--- src/rtl/mem_port_arbiter_pkg.sv ---
// mem_port_arbiter_pkg: shared state encodings, requester IDs and widths for the memory port arbiter
package mem_port_arbiter_pkg;
  localparam int ADDR_W = 32;
  localparam logic REQ_FETCH = 1'b0;
  localparam logic REQ_LS = 1'b1;
  typedef enum logic [1:0] {
    IDLE  = 2'd0,
    BUSY0 = 2'd1,
    BUSY1 = 2'd2
  } arb_state_e;
  function automatic arb_state_e busy_of(input logic id);
    return (id == REQ_LS) ? BUSY1 : BUSY0;
  endfunction
endpackage

--- src/rtl/mem_port_arbiter_mux.sv ---
// mem_port_arbiter_mux: 2-to-1 word mux, out = sel ? a : b
module mem_port_arbiter_mux #(
  parameter int W = 32
) (
  input  logic [W-1:0] a_i,
  input  logic [W-1:0] b_i,
  input  logic         sel_i,
  output logic [W-1:0] out_o
);
  assign out_o = sel_i ? a_i : b_i;
endmodule

--- src/rtl/mem_port_arbiter.sv ---
// mem_port_arbiter: round-robin owner of the shared memory address port, held until ack or watchdog release
module mem_port_arbiter
  import mem_port_arbiter_pkg::*;
#(
  parameter int TIMEOUT = 15,
  parameter int CNT_W   = 4
) (
  input  logic              clk_i,
  input  logic              rst_ni,
  input  logic              req0_i,
  input  logic [ADDR_W-1:0] addr0_i,
  input  logic              req1_i,
  input  logic [ADDR_W-1:0] addr1_i,
  input  logic              mem_ack_i,
  output logic              gnt0_o,
  output logic              gnt1_o,
  output logic              sel_o,
  output logic              mem_req_o,
  output logic [ADDR_W-1:0] mem_addr_o,
  output logic              timeout_o
);
  arb_state_e       state_q, state_d;
  logic             last_q, last_d;
  logic [CNT_W-1:0] cnt_q, cnt_d;
  logic             gnt0_q, gnt0_d, gnt1_q, gnt1_d, sel_q, sel_d, to_q, to_d;
  logic             busy, owner, own_req, oth_req, wd_hit;
  assign busy    = (state_q == BUSY0) || (state_q == BUSY1);
  assign owner   = state_q == BUSY1;
  assign own_req = owner ? req1_i : req0_i;
  assign oth_req = owner ? req0_i : req1_i;
  assign wd_hit  = cnt_q == CNT_W'(TIMEOUT);
  always_ff @(posedge clk_i or negedge rst_ni) begin
    if (!rst_ni) begin
      state_q <= IDLE;
      last_q  <= REQ_LS;
      cnt_q   <= '0;
      gnt0_q  <= 1'b0;
      gnt1_q  <= 1'b0;
      sel_q   <= 1'b0;
      to_q    <= 1'b0;
    end else begin
      state_q <= state_d;
      last_q  <= last_d;
      cnt_q   <= cnt_d;
      gnt0_q  <= gnt0_d;
      gnt1_q  <= gnt1_d;
      sel_q   <= sel_d;
      to_q    <= to_d;
    end
  end
  // ack outranks abort, which outranks the watchdog; the pulse only fires on a true watchdog release
  always_comb begin
    state_d = state_q;
    last_d  = last_q;
    to_d    = 1'b0;
    if (!busy)
      state_d = (req0_i && req1_i) ? busy_of(!last_q) : req0_i ? BUSY0 : req1_i ? BUSY1 : IDLE;
    else if (mem_ack_i) begin
      last_d  = owner;
      state_d = oth_req ? busy_of(!owner) : IDLE;
    end else if (!own_req || wd_hit) begin
      last_d  = owner;
      state_d = IDLE;
      to_d    = own_req;
    end
    cnt_d = (busy && state_d == state_q) ? cnt_q + CNT_W'(1) : '0;
  end
  always_comb begin
    gnt0_d = state_d == BUSY0;
    gnt1_d = state_d == BUSY1;
    sel_d  = gnt1_d ? 1'b1 : gnt0_d ? 1'b0 : sel_q;
  end
  assign gnt0_o    = gnt0_q;
  assign gnt1_o    = gnt1_q;
  assign sel_o     = sel_q;
  assign mem_req_o = gnt0_q | gnt1_q;
  assign timeout_o = to_q;
  mem_port_arbiter_mux #(.W(ADDR_W)) u_mux (
    .a_i  (addr1_i),
    .b_i  (addr0_i),
    .sel_i(sel_q),
    .out_o(mem_addr_o)
  );
  assert property (@(posedge clk_i) disable iff (!rst_ni) !(gnt0_q && gnt1_q));
endmodule

--- config.mk ---
export PLATFORM = sky130hd
export DESIGN_NAME = mem_port_arbiter
export DESIGN_NICKNAME = d
export VERILOG_FILES = /design/src/rtl/mem_port_arbiter_pkg.sv /design/src/rtl/mem_port_arbiter_mux.sv /design/src/rtl/mem_port_arbiter.sv
export SDC_FILE = /design/constraint.sdc
export NUM_CORES = 1
export LEC_CHECK = 0
export ABC_CLOCK_PERIOD_IN_PS = 2400
export CORE_MARGIN = 5
export CORE_UTILIZATION = 28
export DETAILED_ROUTE_END_ITERATION = 6
export GPL_ROUTABILITY_DRIVEN = 0
export PLACE_DENSITY_LB_ADDON = 0.2
export SYNTH_ARGS = -nofsm -noshare
export SYNTH_HDL_FRONTEND = slang
export SYNTH_SLANG_ARGS = --single-unit
--- constraint.sdc ---
create_clock -name clk_i -period 2.4 [get_ports clk_i]
set_input_delay 0.48 -clock clk_i [delete_from_list [all_inputs] [get_ports clk_i]]
set_output_delay 0.48 -clock clk_i [all_outputs]
set_load 0.03 [all_outputs]
==> results_dict.tcl <==
set metrics [dict create \
    status "completed" \
    grt_max_degree 35 \
    ctsHoldBuffers 0 \
    setup.worst_path.end_class "output port" \
    vias 1116 \
    fin_nets 272 \
    cts_resized 0 \
    fin_ws_ns 0.0923 \
    drive_gt1_share_pct 22.7 \
    detail-route-antenna-nets 0 \
    htree_levels 1 \
    syn2layout_area_growth_pct 119 \
    wl_um 3860 \
    route.detailed.drc 0 \
    skew_ns 0.00346 \
    critical_path_class "reg -> out" \
    rsz0062_at_grt "no" \
    arrival_ns 1.83 \
    ys_async_sr_fraction_pct 100 \
    root_buffer "clkbuf_4" \
    regArea_um2 277 \
    antenna_found_initial 0 \
    fmax_ghz 0.433 \
    final_max_slew_viol_count 0 \
    cts_tree "yes" \
    clkSlewWorstSetupHoldPaths_ns 0.07 \
    worst_setup_path_start_kind "flop" \
    yosysSeqAreaShare_pct 28.8 \
    num_antenna_cells 0 \
    die_w_um 68.6 \
    clkPwrFrac_pct 6.7 \
    p_sw_share_pct 44.5 \
    grt_usage_pct 16.0 \
    p_comb_share_pct 77.6 \
    fin_tns_setup_ns 0 \
    placedCellCount 240 \
    overflow 0 \
    dp_slack_ns 0.0597 \
    p_sw_w 0.000809 \
    syn_nets 164 \
    numCtsBuffers 3 \
    synthCells 91 \
    tightest_slew_ns 0.491 \
    hold_violations 0 \
    worstPathRequired_ns 1.92 \
    fp.coreArea_um2 3340 \
    initial_core_util_pct 28.8 \
    final-instance-count-excl-fill 244 \
    period_share_pct 96.2 \
    rows 21 \
    clk_path_buf_depth 2 \
    vias_per_cell 4.57 \
    relSlewSlack_pct 67.2 \
    seq_power_share_pct 15.8 \
    grt_pass1_wl_um 5640 \
    dr.pass1.iters 2 \
    drv_cap 0 \
    yosys_warnings 0 \
    grt_pass1_vias 1284 \
    synth_top_flop_cell "dfrtp_1" \
    pwr_density_cell_nw_per_um2 864 \
    io-pin-count 106 \
    clock-sinks 11 \
    wire_per_inst_um 15.8 \
    insertion_delay_ns 0.26 \
    die_h_um 68.6 \
    final_common_cell "clkdlybuf4s50_1" \
    vdd_drop_max_v 0.000366 \
    finalSetupViolations 0 \
    layout_common_cells "clkdlybuf4s50_1, mux2_2, dfrtp_1, nand2_1" \
    die_area_um2 4700 \
    critPathMaxFanout 34 \
    syn_area_um2 961 \
    power.internal_w 0.00101 \
    syn_area_per_cell_um2 10.6 \
    fin_crit_ns 2.31 \
    multi_input_area_um2 646 \
    min_path_type "reg -> reg" \
    fillers 303 \
    first_iter_violations 19 \
    p_leak_nw 0.848 \
    dpl.hpwl_um 3360 \
    ys_ff_latch 11 \
    io_buffers 105 \
    power.total_w 0.00182 \
    postCtsSetupBuffers 0 \
    yosysUniqueCellTypes 30 \
    synth_edf_count 0 \
]
==> power groups by stage <==
stage | Clock, W | Combinational (W) | Sequential [W]
global route | 0.000143 | 0.00149 | 0.000292
detailed placement | 0 | 0.00141 | 0.000290
floorplan | 0 | 0.000854 | 0.000315
global placement | 0 | 0.00139 | 0.000286
finish | 0.000121 | 0.00141 | 0.000286
CTS | 0.000129 | 0.00142 | 0.000287
==> synth_stat cells, drive strengths merged, types with 2 or more instances <==
cell / count / area share, %
nand3: 2 / 1.0
a21oi: 2 / 1.0
buf: 3 / 1.6
ha: 4 / 5.2
nand2: 7 / 2.7
nor2: 4 / 1.6
mux2: 34 / 40
inv: 4 / 1.6
clkbuf: 2 / 0.91
dfrtp: 10 / 26
and2: 2 / 1.3
==> critical path, cell delays in order, from the launching register on <==
cell,delay [ns]
dfrtp_1,0.37
buf_12,0.21
mux2_2,0.35
clkdlybuf4s50_1,0.62
==> metal layers <==
metal	GRT usage, %	wire [um]	vias to the layer above
met5	0	0	-
met4	6.45	41	0
met3	4.05	272	2
met2	29.1	2180	51
met1	17.5	1360	520
li1	-	-	543
==> sequential cells by signal, indices dropped and copies added, names as in the netlist <==
signal,flops
cnt_q,4
gnt0_o,1
gnt1_o,1
last_q,1
sel_o,1
state_q,2
timeout_o,1
==> cell type report <==
| type | instances | area share (%) |
|---|---|---|
| Multi-Input combinational cell | 71 | 30.7 |
| Tap cell | 46 | 2.74 |
| Inverter | 4 | 0.714 |
| Timing Repair Buffer | 108 | 51.4 |
| Clock buffer | 4 | 1.25 |
| Sequential cell | 11 | 13.2 |
==> cells by family (layout without fill, tap and decap cells) <==
| family | Yosys count | count (layout) | synth area share (%) |
|---|---|---|---|
| buffers and inverters | 9 | 116 | 4.03 |
| and+or+nand+nor | 23 | 23 | 14.1 |
| AOI/OAI and AO/OA | 7 | 7 | 5.21 |
| xor gates and xnor gates | 2 | 2 | 1.82 |
| DFF | 11 | 11 | 28.8 |
| adders and majority gates | 4 | 4 | 5.21 |
| muxes | 35 | 35 | 40.9 |
==> metrics by stage <==
step	cell area (um^2)	utilization, %	hold slack, ns
3_3_place_gp	2080	62.2	0.448
6_report	2100	63.0	0.484
3_5_place_dp	2080	62.2	0.474
4_1_cts	2100	63.0	0.485
2_1_floorplan	961	-	0.184
5_1_grt	2100	63.0	0.500
==> path summary, 6_finish.rpt <==
kind | from | end | slack, ns | cells past startpoint
setup / recovery | sel_o | mem_addr_o[2] | 0.09 | 3
hold / removal | cnt_q[0] | cnt_q[0] | 0.48 | 1
setup reg to reg | state_q[0] | sel_o | 0.25 | 7
hold reg to reg | cnt_q[0] | cnt_q[0] | 0.48 | 1
max in group asynchronous | rst_ni | last_q | 1.50 | 1
min in group asynchronous | rst_ni | cnt_q[1] | 0.55 | 1
Power figures use the tool's default switching activity.
